File: src/rtl/pam4_sched_pkg.sv
`default_nettype none
// ============================================================================
// Module      : pam4_sched_pkg
// Description : Shared constants, lane-width helper and tag type for the
//               PAM-4 lane scheduler.
// Revision    : 1.0 - initial release
// ============================================================================
package pam4_sched_pkg;

  localparam int SYMBOLS_PER_BYTE = 4;
  localparam int LANE_TAG_W       = 3;

  typedef logic [LANE_TAG_W-1:0] tag_lane_t;

  typedef struct packed {
    logic      valid;
    tag_lane_t lane;
  } lane_tag_t;

  function automatic int LANE_W(input int n);
    return (n < 2) ? 1 : $clog2(n);
  endfunction

endpackage
`default_nettype wire

File: src/rtl/pam4_rr_arbiter.sv
`default_nettype none
// ============================================================================
// Module      : pam4_rr_arbiter
// Description : Round-robin one-hot arbiter; pointer moves past the granted
//               requester whenever any request is present.
// Revision    : 1.0 - initial release
// ============================================================================
module pam4_rr_arbiter
  import pam4_sched_pkg::*;
#(
  parameter int NUM_LANES = 4
) (
  input  logic                          clk,
  input  logic                          rstn,
  input  logic [NUM_LANES-1:0]          i_req,
  output logic [NUM_LANES-1:0]          o_grant,
  output logic [LANE_W(NUM_LANES)-1:0]  o_grant_idx,
  output logic                          o_any
);

  localparam int                   LW     = LANE_W(NUM_LANES);
  localparam logic [NUM_LANES-1:0] c_ONE  = NUM_LANES'(1);
  localparam logic [LW-1:0]        c_LAST = LW'(NUM_LANES - 1);

  logic [LW-1:0]        r_ptr;
  logic [NUM_LANES-1:0] w_mask;
  logic [NUM_LANES-1:0] w_hi;
  logic [NUM_LANES-1:0] w_pick;

  // Requests at or above the pointer win; otherwise wrap to the lowest one.
  assign w_mask  = ~((c_ONE << r_ptr) - c_ONE);
  assign w_hi    = i_req & w_mask;
  assign w_pick  = (|w_hi) ? w_hi : i_req;
  assign o_grant = w_pick & (~w_pick + c_ONE);
  assign o_any   = |i_req;

  always_comb begin
    o_grant_idx = '0;
    for (int i = 0; i < NUM_LANES; i++) begin
      if (o_grant[i]) o_grant_idx = LW'(i);
    end
  end

  always_ff @(posedge clk) begin
    if (!rstn) begin
      r_ptr <= '0;
    end else if (o_any) begin
      r_ptr <= (o_grant_idx == c_LAST) ? '0 : o_grant_idx + LW'(1);
    end
  end

endmodule
`default_nettype wire

File: src/rtl/pam4_lane_sched.sv
`default_nettype none
// ============================================================================
// Module      : pam4_lane_sched
// Description : Shares one PAM-4 decoder among NUM_LANES lanes and packs the
//               returned symbols into per-lane bytes. Optional per-lane byte
//               counters under PAM4_LANE_SCHED_STATS_EN.
// Revision    : 1.0 - initial release
// ============================================================================
module pam4_lane_sched
  import pam4_sched_pkg::*;
#(
  parameter int NUM_LANES         = 4,
  parameter int SIGNAL_RESOLUTION = 8,
  parameter int DEC_LATENCY       = 1
) (
  input  logic                                   clk,
  input  logic                                   rstn,
  input  logic [NUM_LANES*SIGNAL_RESOLUTION-1:0] lane_voltage_in,
  input  logic [NUM_LANES-1:0]                   lane_valid_in,
  output logic [NUM_LANES-1:0]                   lane_ready_out,
  input  logic                                   flush_in,
  output logic [SIGNAL_RESOLUTION-1:0]           dec_voltage_out,
  output logic                                   dec_valid_out,
  input  logic [1:0]                             dec_symbol_in,
  input  logic                                   dec_symbol_valid_in,
  output logic [7:0]                             byte_out,
  output logic [LANE_W(NUM_LANES)-1:0]           byte_lane_out,
  output logic                                   byte_valid_out,
`ifdef PAM4_LANE_SCHED_STATS_EN
  input  logic [LANE_W(NUM_LANES)-1:0]           stat_lane_sel,
  output logic [15:0]                            stat_byte_cnt,
`endif
  output logic                                   tag_err_out
);

  localparam int LW = LANE_W(NUM_LANES);

  logic [NUM_LANES-1:0]         w_grant;
  logic [LW-1:0]                w_idx;
  logic                         w_any;
  logic [SIGNAL_RESOLUTION-1:0] w_sample;

  logic [SIGNAL_RESOLUTION-1:0] r_dec_voltage;
  logic                         r_dec_valid;
  logic [LW-1:0]                r_issue_lane;
  lane_tag_t                    r_tag [DEC_LATENCY];
  lane_tag_t                    w_head;
  logic [LW-1:0]                w_lane;
  logic                         w_tag_unused;
  logic                         w_sym_ok;
  logic [7:0]                   w_new_byte;

  logic [7:0]                   r_sr  [NUM_LANES];
  logic [1:0]                   r_cnt [NUM_LANES];
  logic                         r_pend;
  logic [7:0]                   r_pend_byte;
  logic [LW-1:0]                r_pend_lane;
  logic [7:0]                   r_byte;
  logic [LW-1:0]                r_byte_lane;
  logic                         r_byte_valid;
  logic                         r_tag_err;

  pam4_rr_arbiter #(.NUM_LANES(NUM_LANES)) u_arb (
    .clk         (clk),
    .rstn        (rstn),
    .i_req       (lane_valid_in),
    .o_grant     (w_grant),
    .o_grant_idx (w_idx),
    .o_any       (w_any)
  );

  assign lane_ready_out = rstn ? w_grant : '0;

  always_comb begin
    w_sample = '0;
    for (int i = 0; i < NUM_LANES; i++) begin
      if (w_grant[i]) w_sample = lane_voltage_in[i*SIGNAL_RESOLUTION +: SIGNAL_RESOLUTION];
    end
  end

  always_ff @(posedge clk) begin
    if (!rstn) begin
      r_dec_voltage <= '0;
      r_dec_valid   <= 1'b0;
      r_issue_lane  <= '0;
    end else begin
      r_dec_valid <= w_any;
      if (w_any) begin
        r_dec_voltage <= w_sample;
        r_issue_lane  <= w_idx;
      end
    end
  end

  // Tags travel alongside the decoder so the head lines up with its symbol.
  always_ff @(posedge clk) begin
    if (!rstn) begin
      for (int i = 0; i < DEC_LATENCY; i++) r_tag[i] <= '0;
    end else begin
      r_tag[0] <= '{valid: r_dec_valid, lane: tag_lane_t'(r_issue_lane)};
      for (int i = 1; i < DEC_LATENCY; i++) r_tag[i] <= r_tag[i-1];
    end
  end

  assign w_head       = r_tag[DEC_LATENCY-1];
  assign w_lane       = w_head.lane[LW-1:0];
  assign w_tag_unused = ^w_head.lane;
  assign w_sym_ok     = dec_symbol_valid_in & w_head.valid & ~flush_in;
  assign w_new_byte   = {r_sr[w_lane][5:0], dec_symbol_in};

  always_ff @(posedge clk) begin
    if (!rstn) begin
      for (int i = 0; i < NUM_LANES; i++) begin
        r_sr[i]  <= '0;
        r_cnt[i] <= '0;
      end
      r_pend      <= 1'b0;
      r_pend_byte <= '0;
      r_pend_lane <= '0;
      r_tag_err   <= 1'b0;
    end else begin
      r_pend <= 1'b0;
      if (dec_symbol_valid_in && !w_head.valid) r_tag_err <= 1'b1;
      if (flush_in) begin
        for (int i = 0; i < NUM_LANES; i++) r_cnt[i] <= '0;
      end else if (w_sym_ok) begin
        r_sr[w_lane] <= w_new_byte;
        if (r_cnt[w_lane] == 2'(SYMBOLS_PER_BYTE - 1)) begin
          r_cnt[w_lane] <= '0;
          r_pend        <= 1'b1;
          r_pend_byte   <= w_new_byte;
          r_pend_lane   <= w_lane;
        end else begin
          r_cnt[w_lane] <= r_cnt[w_lane] + 2'd1;
        end
      end
    end
  end

  always_ff @(posedge clk) begin
    if (!rstn) begin
      r_byte       <= '0;
      r_byte_lane  <= '0;
      r_byte_valid <= 1'b0;
    end else begin
      r_byte_valid <= r_pend;
      if (r_pend) begin
        r_byte      <= r_pend_byte;
        r_byte_lane <= r_pend_lane;
      end
    end
  end

`ifdef PAM4_LANE_SCHED_STATS_EN
  logic [15:0] r_stat [NUM_LANES];

  always_ff @(posedge clk) begin
    if (!rstn) begin
      for (int i = 0; i < NUM_LANES; i++) r_stat[i] <= '0;
    end else if (r_pend && (r_stat[r_pend_lane] != 16'hFFFF)) begin
      r_stat[r_pend_lane] <= r_stat[r_pend_lane] + 16'd1;
    end
  end

  assign stat_byte_cnt = (int'(stat_lane_sel) < NUM_LANES) ? r_stat[stat_lane_sel] : 16'd0;
`endif

  assign dec_voltage_out = r_dec_voltage;
  assign dec_valid_out   = r_dec_valid;
  assign byte_out        = r_byte;
  assign byte_lane_out   = r_byte_lane;
  assign byte_valid_out  = r_byte_valid;
  assign tag_err_out     = r_tag_err;

endmodule
`default_nettype wire

File: config.mk
export PLATFORM = sky130hd
export DESIGN_NAME = pam4_lane_sched
export DESIGN_NICKNAME = d
export VERILOG_FILES = /design/src/rtl/pam4_sched_pkg.sv /design/src/rtl/pam4_rr_arbiter.sv /design/src/rtl/pam4_lane_sched.sv
export SDC_FILE = /design/constraint.sdc
export NUM_CORES = 1
export LEC_CHECK = 0
export CORE_MARGIN = 4
export CORE_UTILIZATION = 55
export DETAILED_ROUTE_END_ITERATION = 7
export PLACE_DENSITY = 0.87
export SYNTH_ARGS = -nofsm -noshare
export SYNTH_HDL_FRONTEND = slang
export SYNTH_HIERARCHICAL = 1
export SYNTH_SLANG_ARGS = --single-unit
File: constraint.sdc
create_clock -name clk -period 6.8 [get_ports clk]
set_input_delay 2.04 -clock clk [delete_from_list [all_inputs] [get_ports clk]]
set_output_delay 2.04 -clock clk [all_outputs]
set_load 0.02 [all_outputs]
# After elaboration in Yosys (flattened, before gate mapping)
# Memories as Yosys holds them, arrays and structs flattened.
# Cells that the tools add are included.
dict set report word_totals {
  ramBits 43
  wordCells 83
  register_bits 36
  n_memories 3
  input_bits 42
  output_inout_bits 25
}
dict set report classes {
  n_shift 1
  reduce_logical 8
  n_eq_ne 2
  n_bitwise 12
  add_sub_neg 4
  n_mux 42
}
# name depth word_bits rd rd_clocked_by_memory_dff write_ports line_no
set mem_list {}
lappend mem_list {r_sr 4 8 1 0 4 pam4_lane_sched.sv:53} ;# logic [7:0] r_sr [NUM_LANES];
lappend mem_list {r_cnt 4 2 1 0 4 pam4_lane_sched.sv:54} ;# logic [1:0] r_cnt [NUM_LANES];
lappend mem_list {r_tag 1 3 1 0 1 pam4_lane_sched.sv:46} ;# lane_tag_t r_tag [DEC_LATENCY];
# cell n
set ops {}
lappend ops {{$mux 8} 5}
lappend ops {{$mux 1} 23}
lappend ops {{$mux 2} 11}
lappend ops {{$and 4x4->4} 2}
lappend ops {{$mux 4} 2}
lappend ops {{$not 4->4} 2}
lappend ops {{$reduce_or 4->1} 2}
lappend ops {{$reduce_or 8->1} 1}
lappend ops {{$or 1x1->1} 5}
lappend ops {{$add 2x1->2 const B} 2}
lappend ops {{$add 4x1->4 const B} 1}
lappend ops {{$eq 2x2->1 const B} 2}
lappend ops {{$shl 1x2->4 const A} 1}
lappend ops {{$sub 4x1->4 const B} 1}
lappend ops {{$mux 3} 1}
lappend ops {{$reduce_and 3->1} 1}
lappend ops {{$reduce_or 3->1} 1}
lappend ops {{$and 1x1->1} 2}
lappend ops {{$reduce_or 2->1} 1}
lappend ops {{$logic_and 1x1->1} 1}
lappend ops {{$logic_not 1->1} 1}
lappend ops {{$not 1->1} 1}

# Depth between registers and ports, before layout
dict set report logic_depth {
  depth_word 14
  depth_mapped 9
  ltp_nobuf 7
}

# By module
# The synthesis kept the hierarchy.
# module area_per_inst_um2 cells_per_inst seq_area_each_um2 n_inst
set modules_own_cells {}
lappend modules_own_cells {pam4_lane_sched 3022.9 266 1701.6 1}
lappend modules_own_cells {pam4_rr_arbiter 275.3 40 40.0 1}

# Worst setup path after synthesis
# OpenSTA, ideal clock, no wires.
dict set report synth_path {
  path_kind {input port to output port}
  start {input port lane_valid_in[2]}
  end {output port lane_ready_out[3]}
  arrival_time_ps 3248
  cell_stages 6
  required_ps 4760
  path_buffers 3
  path_slack_ps 1512
  path_cell_list {buf_4 > nor2_1 > o221a_2 > clkbuf_1 > clkbuf_1 > and2_1}
}
dict set report synth_via {
  elab_chain_cells 7
}
# element line_no
set synth_rtl {}
lappend synth_rtl {{start: declaration} pam4_lane_sched.sv:19} ;# input logic [NUM_LANES-1:0] lane_valid_in,
lappend synth_rtl {{$and 4x4->4} pam4_rr_arbiter.sv:32} ;# assign w_hi = i_req & w_mask;
lappend synth_rtl {{$reduce_or 4->1} pam4_rr_arbiter.sv:33} ;# assign w_pick = (|w_hi) ? w_hi : i_req;
lappend synth_rtl {{$mux 4 (*)} pam4_rr_arbiter.sv:33}
lappend synth_rtl {{$not 4->4} pam4_rr_arbiter.sv:34} ;# assign o_grant = w_pick & (~w_pick + c_ONE);
lappend synth_rtl {{$add 4x1->4} pam4_rr_arbiter.sv:34}
lappend synth_rtl {{$and 4x4->4 (*)} pam4_rr_arbiter.sv:34}
lappend synth_rtl {{named net w_grant[3]} pam4_lane_sched.sv:38} ;# logic [NUM_LANES-1:0] w_grant;
lappend synth_rtl {{$mux 4 (*)} pam4_lane_sched.sv:72} ;# assign lane_ready_out = rstn ? w_grant : '0;
lappend synth_rtl {{end: declaration} pam4_lane_sched.sv:20} ;# output logic [NUM_LANES-1:0] lane_ready_out,
# Mark *: on every way through the listed nets, which the timed path passes. The rest lies on a longest branch.

# Final worst setup path
dict set report layout_path {
  start {input port lane_valid_in[2]}
  end {output port lane_ready_out[0]}
}
dict set report layout_via {
  elab_chain_cells 7
}
# element line_no
set layout_rtl {}
lappend layout_rtl {{$and 4x4->4 (*)} pam4_rr_arbiter.sv:32}
lappend layout_rtl {{$reduce_or 4->1 (*)} pam4_rr_arbiter.sv:33}
lappend layout_rtl {{$mux 4 (*)} pam4_rr_arbiter.sv:33}
lappend layout_rtl {{$not 4->4} pam4_rr_arbiter.sv:34}
lappend layout_rtl {{$add 4x1->4} pam4_rr_arbiter.sv:34}
lappend layout_rtl {{$and 4x4->4 (*)} pam4_rr_arbiter.sv:34}
lappend layout_rtl {{named net w_grant[0]} pam4_lane_sched.sv:38}
lappend layout_rtl {{$mux 4 (*)} pam4_lane_sched.sv:72}
# Marks and branches as above.

==> run_results.csv <==
group,metric,value,unit
status,status,"completed",
yosys,ys_ff_latch,71,
hold_path,hp-class,"reg -> reg",
cells_and_area,nFillCells,394,
yosys,ys_async_sr_fraction,0,%
hold_path,hold_depth,1,
yosys,synth-edff-count,32,
clocking,cts_hold_buf,0,
yosys,synthesis.nets,349,
timing,rsz0062_at_grt,"false",
global_routing,antenna_found_initial,0,
worst_setup_path,crit_path_max_fanout,9,
worst_setup_path,cpPeakStageDelay,590,ps
worst_setup_path,cp_num_buf_inv,2,
worst_setup_path,critPathKind,"in -> out",
clocking,cts_resized,0,
global_routing,grtUsageMet1,24.36,%
cells_and_area,area_growth,27.73,%
timing,finalSetupViolations,0,
timing,worstMarginPinSlew,1099,ps
die,die_w,85.44,um
route,drt-initial-drc-count,166,
global_routing,grt_pass1_vias,2471,
die,die_h,85.44,um
clocking,cts_tree,"yes",
yosys,synth_area_leaders,"edfxtp_1, dfxtp_1, and2_1",
yosys,ys.flop_type,"dfxtp_1",
yosys,yosysWarningCount,6,
yosys,syn_inst,306,
worst_setup_path,end_kind,"output port",
timing,finalHoldViolCount,0,
clocking,cts_sinks,71,
timing,finalMaxSlewViolations,0,
global_routing,grtUsageTotal,20.60,%
power,ir_drop,0.0001461,V
worst_setup_path,cp-start-kind,"input port",
die,die_area,0.007300,mm^2
route,vias_per_cell,5.532,
cells_and_area,finalNonFillerCells,442,
cells_and_area,final_core_util,74.23,%
route,wl,7.114,mm
global_routing,grt_util_met2,34.89,%
clocking,root_buffer,"clkbuf_8",
cells_and_area,layout_commonest_cell,"clkdlybuf4s50_1",
flow_run,maxCapViolCount,0,
clocking,clkTransAtPathRegs,70,ps
route,dr.pass1.iters,4,
die,pin_count,67,
timing,finClkSkew,10.41,ps
global_routing,grt_pass1_wl,11.67,mm
route,routedWlPerCell,16.10,um
yosys,syn_area,0.003298,mm^2
die,core_area,0.005675,mm^2
die,start_util,58.11,%
cells_and_area,layout.nets,408,
worst_setup_path,worst_path_max_delay_cell,"clkdlybuf4s50_1",
worst_setup_path,path_cells,"clkdlybuf4s50_1 > nor2_1 > a21oi_1 > o21ai_0 > and2_1 > and2_1 > clkdlybuf4s50_1",
cells_and_area,drive_above_1_share,9.189,%
clocking,postCtsSetupBuffers,0,
timing,setup_tns,0,ps
power,power,0.9847,mW
global_routing,gr-total-overflow,0,
global_routing,grt_max_degree,47,
clocking,insertion_delay,340,ps
worst_setup_path,cp_top_family,"buffers and inverters",
worst_setup_path,cp_num_cells,7,
timing,max-slew-margin-rel,25.98,%
power,leakage,1.524,nW
global_routing,grt.met3_usage,6.602,%
placed_design,portBuffers,66,
route,num_vias,2445,
yosys,seq_area_frac_synth,52.81,%
worst_setup_path,crit_arrival,4200,ps
timing,fin_crit,6242,ps
cells_and_area,antenna-diode-count,0,
timing,post-route-period-util,91.80,%
clocking,numCtsBuffers,9,
timing,fmax,160.2,MHz
yosys,avgSynthCellArea,10.78,um^2
route,drcViolationCount,0,
power,powerDensity,233.7,mW/mm^2
clocking,h-tree-depth,3,
yosys,ys_types,35,
placed_design,dp_hpwl,5.023,mm
clocking,cts_buffer_depth,2,
worst_setup_path,r2r_cells,5,
worst_setup_path,critical_path_required,4760,ps
route,ant_nets,0,
global_routing,busiest_layer,"met2",
cells_and_area,final_cell_mix,"clkdlybuf4s50_1, dfxtp_1, edfxtp_1",
yosys,synthDominantCellAreaShare,29.14,%
timing,holdWs,457.5,ps
placed_design,dp_cells,426,
placed_design,place.gp.congestion,0.7920,
die,rows,27,
yosys,yosys.area.top_type,"edfxtp_1",
## state kept, by name, indices dropped and copies added (netlist names)
register	cells
dec_voltage_out	8
r_cnt	8
dec_valid_out	1
byte_lane_out	2
byte_out	8
byte_valid_out	1
r_pend_byte	8
r_sr	24
r_pend	1
u_arb/r_ptr	2
r_pend_lane	2
tag_err_out	1
r_tag	3
r_issue_lane	2
## where the power goes
part	switching, mW	internal (mW)	leakage (nW)
logic	0.0611	0.0699	0.751
clock network	0.152	0.225	0.116
registers	0.0134	0.463	0.656
total	0.227	0.758	1.52
## kinds of logic after synthesis
family / after synthesis / synth area share, %
AOI/OAI and AO/OA: 65 / 13.05
buffers and inverters: 35 / 4.514
adders and majority gates: 1 / 0.3793
DFF: 71 / 52.81
muxes: 25 / 10.77
and+or+nand+nor: 109 / 18.47
## synth_stat cells, drive strengths merged (2+ instances only)
cell type / number
a21oi: 16
a221o: 8
a31oi: 8
and2: 28
and4b: 2
buf: 10
clkbuf: 11
dfxtp: 39
edfxtp: 32
inv: 14
mux2i: 16
mux4: 8
nand2: 20
nand2b: 4
nand3b: 9
nor2: 21
nor2b: 18
o21a: 2
o21ai: 20
o2bb2ai: 6
or2: 4
## layer usage
layer	part of all wire, %	vias up	routed length (um)
met5	0	-	0
met4	2.0	0	142
met3	6.9	11	494
li1	-	1204	-
met1	41	1147	2904
met2	50	83	3573
## cell type report
class / count / area, um^2 / area share [%]
clock buffers: 13 / 191.4 / 4.544
clock inverters: 3 / 46.29 / 1.099
inverters: 14 / 52.55 / 1.247
multi-input cells: 200 / 1408 / 33.41
flip-flops and latches: 71 / 1742 / 41.34
well taps: 72 / 90.09 / 2.138
repair buffers: 69 / 683.2 / 16.22
## per-stage QoR
step,setup slack (ps),cell area (um^2)
after floorplan,1512,3298
after global placement,742.6,3975
after detailed placement,594.1,3975
after CTS,592.3,4213
after global routing,421.2,4213
final,557.6,4213
## path summary, 6_finish.rpt
path	to	start	slack [ps]
hold reg to reg	r_tag[0][0]	r_issue_lane[0]	460
setup reg to reg	r_pend_byte[3]	r_tag[0][0]	4180
hold / removal	r_tag[0][0]	r_issue_lane[0]	460
setup / recovery	lane_ready_out[0]	lane_valid_in[2]	560
Power figures use the tool's default switching activity.
